===== src/rtl/register_file_mwp_if.sv =====
// register_file_mwp_if: write/read port bundle of the multi-write-port RF.
// master = writeback/issue side, slave = register file.
interface register_file_mwp_if #(
    parameter int DATA_WIDTH  = 32,
    parameter int ADDR_WIDTH  = 6,
    parameter int READ_PORTS  = 2,
    parameter int WRITE_PORTS = 2
) ();
    logic [WRITE_PORTS-1:0]                 write_En;
    logic [WRITE_PORTS-1:0][ADDR_WIDTH-1:0] write_Addr;
    logic [WRITE_PORTS-1:0][DATA_WIDTH-1:0] write_Data;
    logic [READ_PORTS-1:0][ADDR_WIDTH-1:0]  read_Addr;
    logic [READ_PORTS-1:0][DATA_WIDTH-1:0]  data_Out;
    logic                                   init_done;
    logic                                   wr_conflict;

    modport master (
        output write_En, write_Addr, write_Data, read_Addr,
        input  data_Out, init_done, wr_conflict
    );

    modport slave (
        input  write_En, write_Addr, write_Data, read_Addr,
        output data_Out, init_done, wr_conflict
    );
endinterface


===== src/rtl/register_file_mwp.sv =====
// register_file_mwp: N-write/M-read RF with post-reset clear sequencer.
// Define RF_BYPASS_EN to forward same-cycle writes to the read ports.
module register_file_mwp #(
    parameter int DATA_WIDTH  = 32,
    parameter int ADDR_WIDTH  = 6,
    parameter int SIZE        = 64,
    parameter int READ_PORTS  = 2,
    parameter int WRITE_PORTS = 2
) (
    input logic                clk,
    input logic                rst_n,
    register_file_mwp_if.slave rf
);
    typedef enum logic {INIT, READY} state_t;

    localparam logic [ADDR_WIDTH:0]   SIZE_L = (ADDR_WIDTH+1)'(SIZE);
    localparam logic [ADDR_WIDTH-1:0] LAST   = ADDR_WIDTH'(SIZE - 1);

    state_t                state;
    logic [ADDR_WIDTH-1:0] cnt;
    logic [DATA_WIDTH-1:0] mem [SIZE];
    logic                  conflict;

    function automatic logic addr_ok(input logic [ADDR_WIDTH-1:0] a);
        return (a != '0) && ({1'b0, a} < SIZE_L);
    endfunction

    always_ff @(posedge clk or negedge rst_n) begin
        if (!rst_n) begin
            state          <= INIT;
            cnt            <= ADDR_WIDTH'(1);
            rf.init_done   <= 1'b0;
            rf.wr_conflict <= 1'b0;
        end else begin
            rf.wr_conflict <= (state == READY) && conflict;
            if (state == INIT) begin
                cnt <= cnt + 1'b1;
                if (cnt == LAST) begin
                    state        <= READY;
                    rf.init_done <= 1'b1;
                end
            end
        end
    end

    // Ascending port loop: the last (highest-index) matching NBA wins.
    always_ff @(posedge clk) begin
        if (state == INIT) begin
            mem[cnt] <= '0;
        end else begin
            for (int p = 0; p < WRITE_PORTS; p++) begin
                if (rf.write_En[p] && addr_ok(rf.write_Addr[p]))
                    mem[rf.write_Addr[p]] <= rf.write_Data[p];
            end
        end
    end

    always_comb begin
        conflict = 1'b0;
        for (int i = 0; i < WRITE_PORTS; i++) begin
            for (int j = i + 1; j < WRITE_PORTS; j++) begin
                if (rf.write_En[i] && rf.write_En[j] &&
                    addr_ok(rf.write_Addr[i]) &&
                    rf.write_Addr[i] == rf.write_Addr[j])
                    conflict = 1'b1;
            end
        end
    end

    always_comb begin
        rf.data_Out = '0;
        for (int r = 0; r < READ_PORTS; r++) begin
            if (rf.init_done && addr_ok(rf.read_Addr[r])) begin
                rf.data_Out[r] = mem[rf.read_Addr[r]];
`ifdef RF_BYPASS_EN
                for (int p = 0; p < WRITE_PORTS; p++) begin
                    if (rf.write_En[p] && rf.write_Addr[p] == rf.read_Addr[r])
                        rf.data_Out[r] = rf.write_Data[p];
                end
`else
`endif
            end
        end
    end
endmodule


===== src/flat_wrapper.sv =====
// flat-port wrapper written by rule: the top's interface ports become plain ports
module register_file_mwp_flat 
#(
    parameter int DATA_WIDTH  = 32,
    parameter int ADDR_WIDTH  = 6,
    parameter int SIZE        = 64,
    parameter int READ_PORTS  = 2,
    parameter int WRITE_PORTS = 2
)
  (clk, rst_n, rf_write_En, rf_write_Addr, rf_write_Data, rf_read_Addr, rf_data_Out, rf_init_done, rf_wr_conflict);
  register_file_mwp_if #(.DATA_WIDTH(DATA_WIDTH), .ADDR_WIDTH(ADDR_WIDTH), .READ_PORTS(READ_PORTS), .WRITE_PORTS(WRITE_PORTS)) rf_i ();
  input logic clk;
  input logic rst_n;
  input wire logic [$bits(rf_i.write_En)-1:0] rf_write_En;
  input wire logic [$bits(rf_i.write_Addr)-1:0] rf_write_Addr;
  input wire logic [$bits(rf_i.write_Data)-1:0] rf_write_Data;
  input wire logic [$bits(rf_i.read_Addr)-1:0] rf_read_Addr;
  output wire logic [$bits(rf_i.data_Out)-1:0] rf_data_Out;
  output wire logic [$bits(rf_i.init_done)-1:0] rf_init_done;
  output wire logic [$bits(rf_i.wr_conflict)-1:0] rf_wr_conflict;
  assign rf_i.write_En = rf_write_En;
  assign rf_i.write_Addr = rf_write_Addr;
  assign rf_i.write_Data = rf_write_Data;
  assign rf_i.read_Addr = rf_read_Addr;
  assign rf_data_Out = rf_i.data_Out;
  assign rf_init_done = rf_i.init_done;
  assign rf_wr_conflict = rf_i.wr_conflict;
  register_file_mwp #(.DATA_WIDTH(DATA_WIDTH), .ADDR_WIDTH(ADDR_WIDTH), .SIZE(SIZE), .READ_PORTS(READ_PORTS), .WRITE_PORTS(WRITE_PORTS)) u_core (.clk(clk), .rst_n(rst_n), .rf(rf_i));
endmodule

===== config.mk =====
export PLATFORM = sky130hd
export DESIGN_NAME = register_file_mwp_flat
export DESIGN_NICKNAME = d
export VERILOG_FILES = /design/src/rtl/register_file_mwp_if.sv /design/src/rtl/register_file_mwp.sv /design/src/flat_wrapper.sv
export SDC_FILE = /design/constraint.sdc
export NUM_CORES = 2
export LEC_CHECK = 0
export CORE_ASPECT_RATIO = 1.4
export CORE_MARGIN = 2
export CORE_UTILIZATION = 39
export DETAILED_ROUTE_END_ITERATION = 12
export PLACE_DENSITY_LB_ADDON = 0.3
export SYNTH_ARGS = -nofsm -noshare
export SYNTH_HDL_FRONTEND = slang
export SYNTH_SLANG_ARGS = --single-unit

===== constraint.sdc =====
create_clock -name clk -period 5.07 [get_ports clk]
set_clock_uncertainty 0.15 [all_clocks]
set_input_delay 1.014 -clock clk [delete_from_list [all_inputs] [get_ports clk]]
set_output_delay 1.014 -clock clk [all_outputs]
set_load 0.01 [all_outputs]

==> flow_metrics.py <==
metrics = {
    "outcome": {
        "run_status": "complete, but fails checks",
        "failed_checks": "design-rule violations, negative setup slack",
    },
    "clock_network": {
        "cts_buffer_depth": 4,
        "holdBufCountCts": 0,
        "cts-root-buf": "clkbuf_16",
        "tritoncts_clock_tree": "built",
        "clock_transition_at_the_register_clock_pins_on_the_worst_setup_and_hold_paths_after_cts_ns": 0.07,
        "clk_latency_ns": 0.87,
        "clock_sinks": 2057,
        "clock_tree.htree_level_count": 4,
        "numCtsBuffers": 207,
    },
    "sta": {
        "worstMarginPinSlew_ns": 1.47,
        "final_worst_path_period_share": 1.02,
        "setup_ws_ns": -0.107,
        "hold_viol_final": 0,
        "timing.final.crit_period_ns": 5.18,
        "final.setup.tns_ns": -0.256,
        "setup_viol": 8,
        "timing.final.max_slew_violations": 0,
        "maximum_clock_frequency_mhz": 193,
        "worst_slew_margin_rel": 0.0207,
        "setup_repair_after_global_routing_missed_its_margin": "no",
    },
    "yosys": {
        "synth_async_sr_flop_share": 0.00438,
        "number_of_distinct_library_cells_after_synthesis": 65,
        "synthDominantAreaCellType": "edfxtp_1",
        "most_used_standard_cells_in_the_synthesized_netlist": "nand2_1, o21ai_0, edfxtp_1",
        "synth-edff-count": 2048,
        "synth_fp_nets": 9810,
        "synthTopCellsByArea": "edfxtp_1, mux4_2, o21ai_0, nand2_1, clkbuf_1",
        "mean_instance_size_in_the_synthesized_netlist_um2": 12.0,
        "ys_seq_area_frac": 0.530,
        "synthesis.yosys.warnings": 0,
        "post-synth-top-count-cell": "nand2_1",
        "syn_inst": 9717,
        "synth_top_cell_area_share": 0.528,
        "ys_seq_elements": 2057,
        "synth.cell_area_um2": 116000,
        "synth_top_flop_cell": "edfxtp_1",
    },
    "layout": {
        "syn_to_final_growth_pct": 17.8,
        "fin_cells": 13934,
        "fin_nets": 9904,
        "fraction_of_final_layout_cells_sized_beyond_drive_strength_1": 0.261,
    },
    "worst_setup_path": {
        "crit_slowest_cell": "clkdlybuf4s50_1",
        "worstSetupEndpointType": "output port",
        "cpMostUsedCell": "buf_4",
        "critical_path_peak_fanout": 10,
        "cp_cell_sequence": "buf_4 > buf_4 > or3b_4 > buf_4 > o21ai_0 > a221oi_1 > o21ai_2 > buf_4 > o41ai_1 > buf_4 > clkdlybuf4s50_1",
        "worst-endpoint-arrival_ns": 4.01,
        "worstPathRequired_ns": 3.91,
        "critPathKind": "primary input to output port",
        "worst_setup_path_start_kind": "primary input",
        "max_stage_delay_ns": 0.55,
    },
    "hold_path": {
        "hold_path_class": "primary input to async pin",
    },
    "floorplanning": {
        "std_cell_rows": 237,
        "initial_core_util": 0.392,
        "boundaryPins": 158,
        "die_area_um2": 303000,
        "die_height_um": 651,
        "dieWidth_um": 466,
        "core_outline_area_um2": 297000,
    },
    "pwr": {
        "cellPowerDensity_nw_per_um2": 265,
        "totalPowerFinal_mw": 36.4,
        "pwr-share-clk": 0.424,
        "worst_ir_drop_vdd_uv": 302,
        "total_leakage_power_nw": 38.0,
        "power.share.sequential": 0.506,
        "intPower_mw": 27.7,
        "net-switching-power_mw": 8.73,
        "netSwitchingFraction": 0.240,
        "combPwrFrac": 0.070,
    },
    "detailed_routing": {
        "vias": 92654,
        "antenna_left": 0,
        "routed_via_density": 6.65,
        "dr.first_iter.drc_count": 14738,
        "total_wirelength_um": 511000,
        "firstDrtPassIters": 12,
        "detail_route.drc_violations": 30,
        "wl_per_cell_um": 36.7,
    },
    "global_routing": {
        "first_global_vias": 89719,
        "grt_start_max_net_pins": 65,
        "grt_pass1_wl_um": 701000,
        "overflow": 0,
        "initial_antenna_violation_count": 44,
        "combined_global_route_utilization_of_all_metal_layers": 0.330,
    },
    "place": {
        "place_hpwl_um": 342000,
        "detailedPlace.worstSlack_ns": -0.882,
        "place.detailed.instances": 13517,
        "port_buffers": 157,
        "gp_congestion": 0.987,
    },
    "job": {
        "max_cap_violations": 0,
    },
}
-- what timing repair did --
item	CTS	global route
setup buffers	10	11
gates resized for setup	129	64
cloned	3	5
pin swaps	8	13
endpoints found under the setup margin	52	40
-- critical path, delay by kind of cell --
kind / cells / cell delay [ns]
buf+inv: 6 / 1.80
compound gates: 4 / 0.86
simple gates: 1 / 0.31
-- placed cells by master, fill, tap and decap left out, types with 32 or more instances in the layout --
master / instances
clkinv_1: 55
o22ai_4: 39
edfxtp_1: 2048
nand2_2: 35
nor2_4: 39
buf_12: 278
inv_1: 38
nor2_1: 61
nand3_1: 57
a211oi_1: 36
a22oi_1: 83
clkbuf_1: 37
o21ai_0: 2082
a21oi_1: 66
mux2i_1: 191
clkdlybuf4s50_1: 98
o22ai_1: 121
buf_2: 32
nand2_1: 2127
o221ai_1: 51
clkbuf_16: 213
buf_4: 663
mux4_2: 1006
-- final cells by class --
cell class                      count  area [um2]
Sequential cell                  2057       61700
Timing Repair Buffer             1114       12500
Inverter                           40         153
Antenna cell                       21        52.6
Fill cell                       26042      160000
Multi-Input combinational cell   6391       51500
Clock inverter                    123        1050
Tap cell                         3943        4930
Clock buffer                      245        5340
-- power by group through the flow --
stage	Sequential (mW)	Clock, mW	Combinational [mW]
2_1_floorplan	18.8	0	1.23
3_3_place_gp	18.8	0	2.37
3_5_place_dp	18.8	0	2.38
4_1_cts	18.4	15.4	2.43
5_1_grt	18.4	16.0	2.57
6_report	18.4	15.4	2.56
-- per-stage QoR --
step	hold slack (ns)	cell area, um2	util
after global routing	0.364	137000	0.461
after CTS	0.348	137000	0.460
after global placement	0.321	130000	0.436
after detailed placement	0.319	130000	0.436
final	0.321	137000	0.461
after floorplan	0.343	116000	-
-- cells by family (layout without fill, tap and decap cells) --
logic type,after synthesis,count (layout),synth area share
and+or+nand+nor,2465,2465,0.0840
adders and majority gates,1,1,0.000107
muxes,1216,1216,0.213
DFF,2057,2057,0.530
AOI/OAI and AO/OA,2698,2698,0.127
other,0,21,0
buffers and inverters,1269,1522,0.0456
xor gates and xnor gates,11,11,0.000827
-- flip-flops by register name (all words and copies together), names as in the netlist --
signal,cells
u_core.mem,2048
u_core.cnt,6
u_core.state,1
u_core.rf.wr_conflict,1
u_core.rf.init_done,1
-- metal layers --
layer  global-route usage  part of all wire
met5                    0           0.00032
met4                0.274              0.10
met3               0.0909              0.13
met2                0.524              0.46
met1                0.370              0.31
-- final timing paths --
path / startpoint / cells past startpoint / slack (ns) / end
worst max-delay path: rf_read_Addr[10] / 11 / -0.11 / rf_data_Out[45]
worst min-delay path: rst_n / 1 / 0.32 / u_core.rf.wr_conflict$_DFF_PN0_
worst max register to register: u_core.state$_DFF_PN0_ / 6 / 1.58 / u_core.mem[4][31]$_DFFE_PP_
worst min register to register: u_core.rf.init_done$_DFFE_PN0P_ / 1 / 0.35 / u_core.rf.init_done$_DFFE_PN0P_
max in group asynchronous: rst_n / 1 / 3.97 / u_core.cnt[3]$_DFFE_PN0N_
min in group clk: u_core.rf.init_done$_DFFE_PN0P_ / 1 / 0.35 / u_core.rf.init_done$_DFFE_PN0P_
Power figures use the tool's default switching activity.
